===== src/rtl/exc_sched_pkg.sv =====
// Shared types and constants for the exception/interrupt scheduler that feeds cp0.
package exc_sched_pkg;

  localparam int EXC_CODE_WIDTH        = 5;
  localparam int INT_MASK_WIDTH        = 8;
  localparam int HW_INT_WIDTH          = 6;
  localparam int EXC_SCHED_STATE_WIDTH = 2;

  typedef logic [EXC_CODE_WIDTH-1:0] exc_code_t;

  localparam exc_code_t EC_INT  = 5'h00;
  localparam exc_code_t EC_TLBL = 5'h02;
  localparam exc_code_t EC_SYS  = 5'h08;
  localparam exc_code_t EC_ERET = 5'h1e;
  localparam exc_code_t EC_NONE = 5'h1f;

  typedef enum logic [EXC_SCHED_STATE_WIDTH-1:0] {
    ST_IDLE  = 2'd0,
    ST_ISSUE = 2'd1,
    ST_WAIT  = 2'd2
  } exc_state_e;

  typedef struct packed {
    exc_code_t   code;
    logic [31:0] epc;
    logic [31:0] badvaddr;
  } exc_evt_t;

endpackage


===== src/rtl/exc_sched_int_sync.sv =====
// Multi-flop synchronizer bank for asynchronous level interrupt lines.
module exc_sched_int_sync #(
  parameter int WIDTH  = 6,
  parameter int STAGES = 2
) (
  input  logic             clk,
  input  logic             rst,
  input  logic [WIDTH-1:0] d,
  output logic [WIDTH-1:0] q
);

  logic [STAGES-1:0][WIDTH-1:0] chain_d, chain_q;

  // NOTE: every variable written here gets a value before any branch, so no latch is inferred.
  always_comb begin
    chain_d[0] = d;
    for (int i = 1; i < STAGES; i++) begin
      chain_d[i] = chain_q[i-1];
    end
  end

  // NOTE: state registers use non-blocking assignments so all flops update together at the edge.
  always_ff @(posedge clk or negedge rst) begin
    if (!rst) chain_q <= '0;
    else      chain_q <= chain_d;
  end

  assign q = chain_q[STAGES-1];

endmodule


===== src/rtl/exc_sched.sv =====
// Funnels synchronous exceptions, ERET and interrupts into one cp0 event, then
// holds the pipeline stalled and flushed until cp0 reports its jump.
module exc_sched
  import exc_sched_pkg::*;
#(
  parameter int SYNC_STAGES = 2,
  parameter int JMP_TIMEOUT = 4
) (
  input  logic                      clk,
  input  logic                      rst,
  input  logic [HW_INT_WIDTH-1:0]   hw_int,
  input  logic                      int_timer_req,
  input  logic [1:0]                sw_int,
  input  logic [31:0]               status,
  input  logic                      req_valid,
  input  logic [EXC_CODE_WIDTH-1:0] req_code,
  input  logic [31:0]               req_epc,
  input  logic [31:0]               req_badvaddr,
  input  logic [31:0]               inst_epc,
  input  logic                      inst_valid,
  output logic [INT_MASK_WIDTH-1:0] cause_ip,
  output logic [EXC_CODE_WIDTH-1:0] exc_code,
  output logic [31:0]               exc_epc,
  output logic [31:0]               exc_badvaddr,
  input  logic                      exc_jmp_flag,
  output logic                      stall,
  output logic                      flush,
  output logic                      timeout_err
);

  localparam int CNT_W = $clog2(JMP_TIMEOUT + 1);
  localparam logic [CNT_W-1:0] TIMEOUT_VAL = CNT_W'(JMP_TIMEOUT);

  logic [HW_INT_WIDTH-1:0] hw_int_sync;
  exc_state_e              state_d, state_q;
  exc_evt_t                evt_d, evt_q;
  logic [CNT_W-1:0]        cnt_d, cnt_q, cnt_inc;
  logic                    int_take;
  logic                    unused_status;

  exc_sched_int_sync #(
    .WIDTH  (HW_INT_WIDTH),
    .STAGES (SYNC_STAGES)
  ) u_int_sync (
    .clk (clk),
    .rst (rst),
    .d   (hw_int),
    .q   (hw_int_sync)
  );

  // Timer request is already synchronous to clk, so it bypasses the synchronizer.
  assign cause_ip = {hw_int_sync[5] | int_timer_req, hw_int_sync[4:0], sw_int};
  assign int_take = (|(cause_ip & status[15:8])) & status[0] & ~status[1] & inst_valid;
  assign unused_status = ^{status[31:16], status[7:2]};

  assign cnt_inc = (cnt_q == TIMEOUT_VAL) ? cnt_q : cnt_q + 1'b1;

  always_comb begin
    state_d     = state_q;
    evt_d       = evt_q;
    cnt_d       = cnt_q;
    stall       = 1'b1;
    flush       = 1'b1;
    timeout_err = 1'b0;
    case (state_q)
      ST_IDLE: begin
        flush = 1'b0;
        stall = req_valid | int_take;
        cnt_d = '0;
        // A synchronous exception outranks an interrupt raised in the same cycle.
        if (req_valid) begin
          evt_d   = '{code: req_code, epc: req_epc, badvaddr: req_badvaddr};
          state_d = ST_ISSUE;
        end else if (int_take) begin
          evt_d   = '{code: EC_INT, epc: inst_epc, badvaddr: 32'h0};
          state_d = ST_ISSUE;
        end
      end
      ST_ISSUE: begin
        evt_d.code = EC_NONE;
        cnt_d      = '0;
        state_d    = ST_WAIT;
      end
      ST_WAIT: begin
        if (exc_jmp_flag) begin
          state_d = ST_IDLE;
        end else begin
          cnt_d = cnt_inc;
          if (cnt_inc == TIMEOUT_VAL) begin
            timeout_err = 1'b1;
            state_d     = ST_IDLE;
          end
        end
      end
      default: state_d = ST_IDLE;
    endcase
  end

  always_ff @(posedge clk or negedge rst) begin
    if (!rst) begin
      state_q <= ST_IDLE;
      evt_q   <= '{code: EC_NONE, epc: 32'h0, badvaddr: 32'h0};
      cnt_q   <= '0;
    end else begin
      state_q <= state_d;
      evt_q   <= evt_d;
      cnt_q   <= cnt_d;
    end
  end

  assign exc_code     = evt_q.code;
  assign exc_epc      = evt_q.epc;
  assign exc_badvaddr = evt_q.badvaddr;

endmodule


===== config.mk =====
export PLATFORM = sky130hd
export DESIGN_NAME = exc_sched
export DESIGN_NICKNAME = d
export VERILOG_FILES = /design/src/rtl/exc_sched_pkg.sv /design/src/rtl/exc_sched_int_sync.sv /design/src/rtl/exc_sched.sv
export SDC_FILE = /design/constraint.sdc
export NUM_CORES = 1
export LEC_CHECK = 0
export BUFFER_PORTS_ARGS = -buffer_cell sky130_fd_sc_hd__buf_2
export CELL_PAD_IN_SITES_DETAIL_PLACEMENT = 1
export CELL_PAD_IN_SITES_GLOBAL_PLACEMENT = 2
export CORE_MARGIN = 1.5
export CORE_UTILIZATION = 28
export CTS_BUF_LIST = sky130_fd_sc_hd__clkbuf_2
export DETAILED_ROUTE_END_ITERATION = 8
export GPL_TIMING_DRIVEN = 0
export HOLD_SLACK_MARGIN = 0.08
export PLACE_DENSITY_LB_ADDON = 0.12
export SLEW_MARGIN = 20
export SYNTH_ARGS = -nofsm -noshare
export SYNTH_HDL_FRONTEND = slang
export SYNTH_SLANG_ARGS = --single-unit

===== constraint.sdc =====
create_clock -name clk -period 5.25 [get_ports clk]
set_input_delay 0.2625 -clock clk [delete_from_list [all_inputs] [get_ports clk]]
set_output_delay 0.2625 -clock clk [all_outputs]
set_load 0.02 [all_outputs]

==> results of run 1 <==
[state kept, by name, indices dropped and copies added (netlist names)]
signal / flops
u_int_sync.chain_d: 6
u_int_sync.q: 6
state_q: 2
exc_badvaddr: 32
exc_code: 5
exc_epc: 32
cnt_q: 3
[power by group through the flow]
stage	sequential (mW)	combinational [mW]	clock, mW
4_1_cts	1.10	1.49	0.384
3_3_place_gp	1.10	1.30	0
6_report	1.10	1.49	0.363
3_5_place_dp	1.11	1.32	0
5_1_grt	1.14	1.60	0.406
2_1_floorplan	1.38	0.536	0
[final cells by class]
| class | count | area [um2] |
|---|---|---|
| Buffer | 38 | 203.9 |
| Timing Repair Buffer | 309 | 2096 |
| Sequential cell | 86 | 2158 |
| Clock buffer | 9 | 45.04 |
| Inverter | 4 | 15.01 |
| Fill cell | 1593 | 7425 |
| Multi-Input combinational cell | 207 | 1585 |
| Tap cell | 180 | 225.2 |
| Clock inverter | 7 | 73.82 |
[path summary, 6_finish.rpt]
kind	depth (start not counted)	startpoint	to
min in group asynchronous	3	rst	exc_epc[8]$_DFFE_PN0P_
worst max-delay path	6	u_int_sync.q[4]$_DFF_PN0_	stall
max in group asynchronous	4	rst	exc_badvaddr[29]$_DFFE_PN0P_
worst max register to register	7	state_q[1]$_DFFE_PN0P_	exc_epc[20]$_DFFE_PN0P_
worst min-delay path	4	inst_epc[31]	exc_epc[31]$_DFFE_PN0P_
worst min register to register	0	u_int_sync.chain_d[6]$_DFF_PN0_	u_int_sync.q[0]$_DFF_PN0_
[worst max-delay path, stage by stage (launching register included)]
cell,delay (ns)
sky130_fd_sc_hd__dfrtp_1,0.42
sky130_fd_sc_hd__a222oi_1,0.23
sky130_fd_sc_hd__and4_1,0.25
sky130_fd_sc_hd__buf_2,0.22
sky130_fd_sc_hd__buf_2,0.33
sky130_fd_sc_hd__o21ai_0,0.19
sky130_fd_sc_hd__buf_2,0.20
[stage by stage]
step	hold slack, ns	utilization (%)
2_1_floorplan	-0.03309	-
3_3_place_gp	0.3322	37.67
3_5_place_dp	0.2016	37.92
4_1_cts	0.08229	46.30
5_1_grt	0.08979	46.30
6_report	0.1358	46.30
[logic make-up after synthesis]
group	Yosys count	synth area share [%]
buf+inv	42	5.525
simple gates	90	11.59
mux	32	8.083
flops	86	54.47
compound gates	82	19.48
fa+ha+maj	2	0.6314
xor+xnor	1	0.2211
[cells in the final DEF, fill, tap and decap left out, drive strengths merged, types with 5 or more instances in the layout]
master         n
a22o          32
buf          222
clkbuf        30
dfrtp         81
dfstp          5
dlygate4sd3  104
inv            5
mux2i         32
nand2          8
nor2          38
nor4          32
o21ai          7
o221a         32
[layer usage]
metal / vias to the layer above / share of wire (%)
met5: - / 0
met4: 0 / 1.5
met3: 19 / 5.1
met2: 121 / 50
met1: 2031 / 43
li1: 1911 / -
==> impl_metrics.env, run 1 <==
export IMPL_outcome="finished clean"
export IMPL_rsz0062_at_grt="no"
export IMPL_grt_use_total_pct=20.02
export IMPL_top_cell_type_s_share_of_synthesized_area_pct=51.15
export IMPL_cts_root_buf="sky130_fd_sc_hd__clkbuf_2"
export IMPL_htree_levels=3
export IMPL_drcViolationCount=0
export IMPL_area_growth_pct=61.57
export IMPL_fmax_mhz=378.0
export IMPL_port_buffers=204
export IMPL_ys_seq_area_share_pct=54.47
export IMPL_place_ws_ns=3.181
export IMPL_first_pass_iters=4
export IMPL_globalRouteMet3Util_pct=3.979
export IMPL_final_antenna_net_count=0
export IMPL_core_area_um2=13830
export IMPL_chipHeight_um=122.0
export IMPL_proportion_of_register_bits_with_asynchronous_set_or_reset_after_synthesis_pct=100.0
export IMPL_globalRouteMet2Util_pct=34.97
export IMPL_worstMarginPinSlew_ns=0.7060
export IMPL_worst_hold_path_type="input pin to flip-flop"
export IMPL_number_of_nets_produced_by_synthesis=484
export IMPL_cts_buffer_depth=2
export IMPL_die_width_um=122.0
export IMPL_synth_enable_flop_cells=0
export IMPL_grt_start_max_net_pins=49
export IMPL_clock_sink_count=86
export IMPL_setup_worst_path_end_class="primary output"
export IMPL_cts_tree="built"
export IMPL_netlist_top_cell_by_area="sky130_fd_sc_hd__dfrtp_1"
export IMPL_placedCellCount=720
export IMPL_place_hpwl_um=9635
export IMPL_initial_utilization_pct=28.66
export IMPL_maxCapViolations=0
export IMPL_worst_slack_ns=2.605
export IMPL_clk_transition_reported_paths_ns=0.27
export IMPL_detailroute_via_count=4082
export IMPL_power_combinational_fraction_pct=50.4
export IMPL_cts_buffers_inserted=9
export IMPL_global_route_total_overflow=0
export IMPL_cp_data_required_time_ns=4.99
export IMPL_layout_worst_path_cycle_share_pct=50.38
export IMPL_timing_final_crit_period_ns=2.645
export IMPL_power_share_sequential_pct=37.3
export IMPL_row_count=43
export IMPL_ys_dominant_reg_cell="sky130_fd_sc_hd__dfrtp_1"
export IMPL_via_count_of_the_first_global_routing_pass=4457
export IMPL_finalInstanceArea_um2=6402
export IMPL_detail_route_iter0_violations=138
export IMPL_final_setup_skew_ns=0.04688
export IMPL_pin_count=227
export IMPL_p_clk_share_pct=12.3
export IMPL_design_final_nets=804
export IMPL_synth_area_um2=3963
export IMPL_worst_r2r_setup_slack_ns=2.68
export IMPL_post_cts_resized_instances=0
export IMPL_gp_routability_congestion=0.7450
export IMPL_route_final_wire_length_um=14530
export IMPL_final_setup_viol_count=0
export IMPL_report_final_hold_viol_count=0
export IMPL_fin_cells=840
export IMPL_pins_over_their_slew_limit=0
export IMPL_number_of_antenna_violations_at_the_first_check_in_global_routing=0
export IMPL_leakagePower_nw=2.855
export IMPL_setup_tns_ns=0
export IMPL_grt_busiest_layer="met2"
export IMPL_max_slew_margin_pct=52.78
export IMPL_ys_types=36
export IMPL_synth_commonest_cells="sky130_fd_sc_hd__dfrtp_1 (81), sky130_fd_sc_hd__nor2_1 (37)"
export IMPL_die_area_um2=14870
export IMPL_total_switching_power_mw=1.244
export IMPL_post_cts_buffers=0
export IMPL_power_per_cell_area_nw_per_um2=460.7
export IMPL_syn_area_per_cell_um2=11.83
export IMPL_arrival_ns=2.38
export IMPL_route_detailed_wl_per_inst_um=17.29
export IMPL_viasPerCell=4.860
export IMPL_insertion_delay_ns=0.58
export IMPL_worst_ir_drop_vdd_mv=0.2107
export IMPL_groute_layer_met1_usage_pct=24.60
export IMPL_ys_warnings_count=0
export IMPL_quantity_of_hold_fixing_buffers_added_after_cts=104
export IMPL_n_antenna_cell=0
export IMPL_startpoint_to_endpoint_class_of_the_critical_path="flip-flop to primary output"
export IMPL_grt_pass1_wl_um=22980
export IMPL_detailed_place_area_um2=5243
export IMPL_critical_path_fanout_max=10
export IMPL_post_layout_total_power_mw=2.950
export IMPL_timing_critical_path_from_type="flip-flop"
export IMPL_cellInternalPower_mw=1.705
export IMPL_yosys_top_cells_area="sky130_fd_sc_hd__dfrtp_1 (51%), sky130_fd_sc_hd__o221a_2 (9.1%), sky130_fd_sc_hd__mux2i_1 (8.1%)"
export IMPL_drive_gt1_share_pct=41.82
export IMPL_switching_fraction_pct=42.19
export IMPL_synth_most_common_cell="sky130_fd_sc_hd__dfrtp_1"
export IMPL_synthesized_netlist_cell_count=335
export IMPL_synth_seq_cells=86
No activity file was read; power rests on OpenSTA's default activity.
==> run 2: changes to the inputs <==
--- a/config.mk
+++ b/config.mk
@@ -5,11 +5,12 @@
 export SDC_FILE = /design/constraint.sdc
 export NUM_CORES = 1
 export LEC_CHECK = 0
+export ABC_AREA = 1
 export BUFFER_PORTS_ARGS = -buffer_cell sky130_fd_sc_hd__buf_2
 export CELL_PAD_IN_SITES_DETAIL_PLACEMENT = 1
 export CELL_PAD_IN_SITES_GLOBAL_PLACEMENT = 2
 export CORE_MARGIN = 1.5
-export CORE_UTILIZATION = 28
+export CORE_UTILIZATION = 24
 export CTS_BUF_LIST = sky130_fd_sc_hd__clkbuf_2
 export DETAILED_ROUTE_END_ITERATION = 8
 export GPL_TIMING_DRIVEN = 0
==> constraint.sdc (replaced) <==
create_clock -name clk -period 2.75 [get_ports clk]
set_input_delay 0.1375 -clock clk [delete_from_list [all_inputs] [get_ports clk]]
set_output_delay 0.1375 -clock clk [all_outputs]
set_load 0.02 [all_outputs]
==> impl_metrics.env, run 2 <==
export IMPL_outcome="finished clean"
export IMPL_hold_ws_ns=0.1770
export IMPL_post_layout_total_power_mw=5.468
export IMPL_grt_use_total_pct=16.67
export IMPL_viasPerCell=4.249
export IMPL_final_antenna_net_count=0
export IMPL_report_final_hold_viol_count=0
export IMPL_proportion_of_register_bits_with_asynchronous_set_or_reset_after_synthesis_pct=100.0
export IMPL_htree_levels=3
export IMPL_final_setup_skew_ns=0.02967
export IMPL_area_growth_pct=68.96
export IMPL_path_delay_family="buffers and inverters"
export IMPL_max_slew_margin_pct=58.48
export IMPL_cts_tree="built"
export IMPL_hold_path_depth=4
export IMPL_startpoint_to_endpoint_class_of_the_critical_path="flip-flop to primary output"
export IMPL_synth_enable_flop_cells=0
export IMPL_via_count_of_the_first_global_routing_pass=4218
export IMPL_yosys_top_cells_area="sky130_fd_sc_hd__dfrtp_1 (55%), sky130_fd_sc_hd__nand2_1 (13%), sky130_fd_sc_hd__mux2i_1 (8.6%)"
export IMPL_insertion_delay_ns=0.57
export IMPL_synth_commonest_cells="sky130_fd_sc_hd__nand2_1 (130), sky130_fd_sc_hd__dfrtp_1 (81), sky130_fd_sc_hd__nand3_1 (43), sky130_fd_sc_hd__mux2i_1 (32), sky130_fd_sc_hd__o21ai_0 (25)"
export IMPL_cts_buffers_inserted=9
export IMPL_total_switching_power_mw=2.356
export IMPL_syn_area_per_cell_um2=9.759
export IMPL_worst_ir_drop_vdd_mv=0.4177
export IMPL_n_fill_cell=1812
export IMPL_setup_tns_ns=0
export IMPL_drcViolationCount=0
export IMPL_timing_critical_path_from_type="flip-flop"
export IMPL_timing_hold_worst_start="req_valid"
export IMPL_cp_data_required_time_ns=2.61
export IMPL_global_route_total_overflow=0
export IMPL_maxCapViolations=0
export IMPL_cp_cell_sequence="nor2_2 -> clkbuf_1 -> nand3_1 -> buf_2"
export IMPL_number_of_nets_produced_by_synthesis=529
export IMPL_timing_final_crit_period_ns=2.427
export IMPL_fmax_mhz=412.1
export IMPL_die_area_um2=16210
export IMPL_worst_hold_path_type="input pin to flip-flop"
export IMPL_place_hpwl_um=8785
export IMPL_detailroute_via_count=3820
export IMPL_rsz0062_at_grt="no"
export IMPL_synth_most_common_cell="sky130_fd_sc_hd__nand2_1"
export IMPL_netlist_top_cell_by_area="sky130_fd_sc_hd__dfrtp_1"
export IMPL_layout_worst_path_cycle_share_pct=88.25
export IMPL_port_buffers=203
export IMPL_pin_count=227
export IMPL_initial_utilization_pct=24.49
export IMPL_cts_root_buf="sky130_fd_sc_hd__clkbuf_2"
export IMPL_power_combinational_fraction_pct=47.2
export IMPL_synthesized_netlist_cell_count=380
export IMPL_grt_pass1_wl_um=21100
export IMPL_ys_seq_area_share_pct=58.20
export IMPL_cp_slowest_cell="sky130_fd_sc_hd__nor2_2"
export IMPL_min_to="exc_badvaddr[14]$_DFFE_PN0P_"
export IMPL_r2r_worst_path_cells=4
export IMPL_worst_r2r_setup_slack_ns=1.04
export IMPL_number_of_antenna_violations_at_the_first_check_in_global_routing=1
export IMPL_cellInternalPower_mw=3.112
export IMPL_row_count=45
export IMPL_die_width_um=127.3
export IMPL_synth_area_um2=3709
export IMPL_core_area_um2=15150
export IMPL_synth_seq_cells=86
export IMPL_switching_fraction_pct=43.09
export IMPL_grt_start_max_net_pins=46
export IMPL_final_setup_viol_count=0
export IMPL_chipHeight_um=127.3
export IMPL_pins_over_their_slew_limit=0
export IMPL_worst_r2r_startpoint="state_q[0]$_DFFE_PN0P_"
export IMPL_power_share_sequential_pct=37.6
export IMPL_mostFrequentLayoutCells="sky130_fd_sc_hd__buf_2 (207), sky130_fd_sc_hd__nand2_1 (130), sky130_fd_sc_hd__dlygate4sd3_1 (110)"
export IMPL_ys_dominant_reg_cell="sky130_fd_sc_hd__dfrtp_1"
export IMPL_leakagePower_nw=3.374
export IMPL_layout_cells_most_common="sky130_fd_sc_hd__buf_2"
export IMPL_clock_sink_count=86
export IMPL_worstMarginPinSlew_ns=0.6228
export IMPL_p_clk_share_pct=15.2
export IMPL_critPathMaxStageDelay_ns=0.50
export IMPL_clk_transition_reported_paths_ns=0.25
export IMPL_setup_worst_path_end_class="primary output"
export IMPL_critical_path_fanout_max=10
export IMPL_rr_endpoint="exc_badvaddr[29]$_DFFE_PN0P_"
export IMPL_arrival_ns=2.29
export IMPL_top_cell_type_s_share_of_synthesized_area_pct=54.66
export IMPL_first_pass_iters=4
export IMPL_ys_types=24
export IMPL_design_final_nets=855
export IMPL_ys_warnings_count=0
export IMPL_gp_routability_congestion=0.6934
export IMPL_detail_route_iter0_violations=109
export IMPL_power_per_cell_area_nw_per_um2=872.6
export IMPL_drive_gt1_share_pct=34.93
export IMPL_route_detailed_wl_per_inst_um=14.45
export IMPL_route_final_wire_length_um=12990
export IMPL_cp_num_buf_inv=2
export IMPL_cts_buffer_depth=2
run 2: cell count changes after synthesis, sizes merged, moves of 3 or more:
cell    previous run  this run
nand2              8       133
inv                4        11
nand3              1        43
buf               17        20
nor4              32         0
a22o              32         0
o21ai              7        32
nor2              38         5
a21oi              3         0
o221a             32         0
clkbuf            21         9
run 2: final cells by class:
cell class	count	area [um2]	share of cell area, %
Clock inverter	5	98.84	1.577
Timing Repair Buffer	315	2171	34.64
Antenna cell	1	2.502	0.03994
Sequential cell	86	2158	34.44
Inverter	11	41.29	0.6589
Buffer	29	205.2	3.275
Multi-Input combinational cell	254	1304	20.81
Clock buffer	10	50.05	0.7987
Tap cell	188	235.2	3.754
run 2: logic make-up after synthesis:
logic type | synth area share [%]
buf+inv | 6.646
xor+xnor | 0.4724
simple gates | 20.72
compound gates | 4.656
mux | 8.637
fa+ha+maj | 0.6747
flops | 58.20
run 2: stage by stage:
step / std cells / util (%) / area, um2 / worst slack, ns
floorplan: 380 / - / 3709 / 1.312
global route: 899 / 41.37 / 6266 / 0.06137
CTS: 898 / 41.35 / 6264 / 0.1638
finish: 899 / 41.37 / 6266 / 0.3232
detailed placement: 772 / 32.97 / 4994 / 0.8790
global placement: 771 / 32.75 / 4960 / 0.6319
run 2: repair_timing:
| action | 4_1_cts | 5_1_grt |
|---|---|---|
| resized for setup | 0 | 0 |
| buffers inserted | 0 | 0 |
| hold endpoints to repair | 165 | 0 |
| hold buffers | 111 | 0 |
run 2: how the worst max path moves through the flow:
stage	start	to	slack, ns	cells after the start
6_report	state_q[0]$_DFFE_PN0P_	stall	0.32	4
5_1_grt	state_q[0]$_DFFE_PN0P_	stall	0.06	4
4_1_cts	state_q[0]$_DFFE_PN0P_	stall	0.16	4
3_5_place_dp	state_q[0]$_DFFE_PN0P_	stall	0.88	4
3_3_place_gp	rst	exc_epc[15]$_DFFE_PN0P_	0.63	1
2_1_floorplan	cnt_q[0]$_DFFE_PN0P_	timeout_err	1.31	5
run 2: layer usage:
metal  share of wire [%]  track usage (%)
met1                  41            18.95
met2                  51            30.46
met4                 1.3            3.610
met3                 6.1            5.360
met5                   0                0
run 2: worst min-delay path: cells and delay by family:
family / cells / cell delay, ns
buffers and inverters: 2 / 0.41
and+or+nand+nor: 2 / 0.20
run 2: power by group through the flow:
stage | clock network [mW] | registers (mW) | logic, mW
floorplan | 0 | 2.68 | 0.888
global placement | 0 | 2.06 | 2.45
detailed placement | 0 | 2.09 | 2.49
CTS | 0.879 | 2.07 | 2.63
global route | 0.922 | 2.13 | 2.86
finish | 0.829 | 2.06 | 2.58
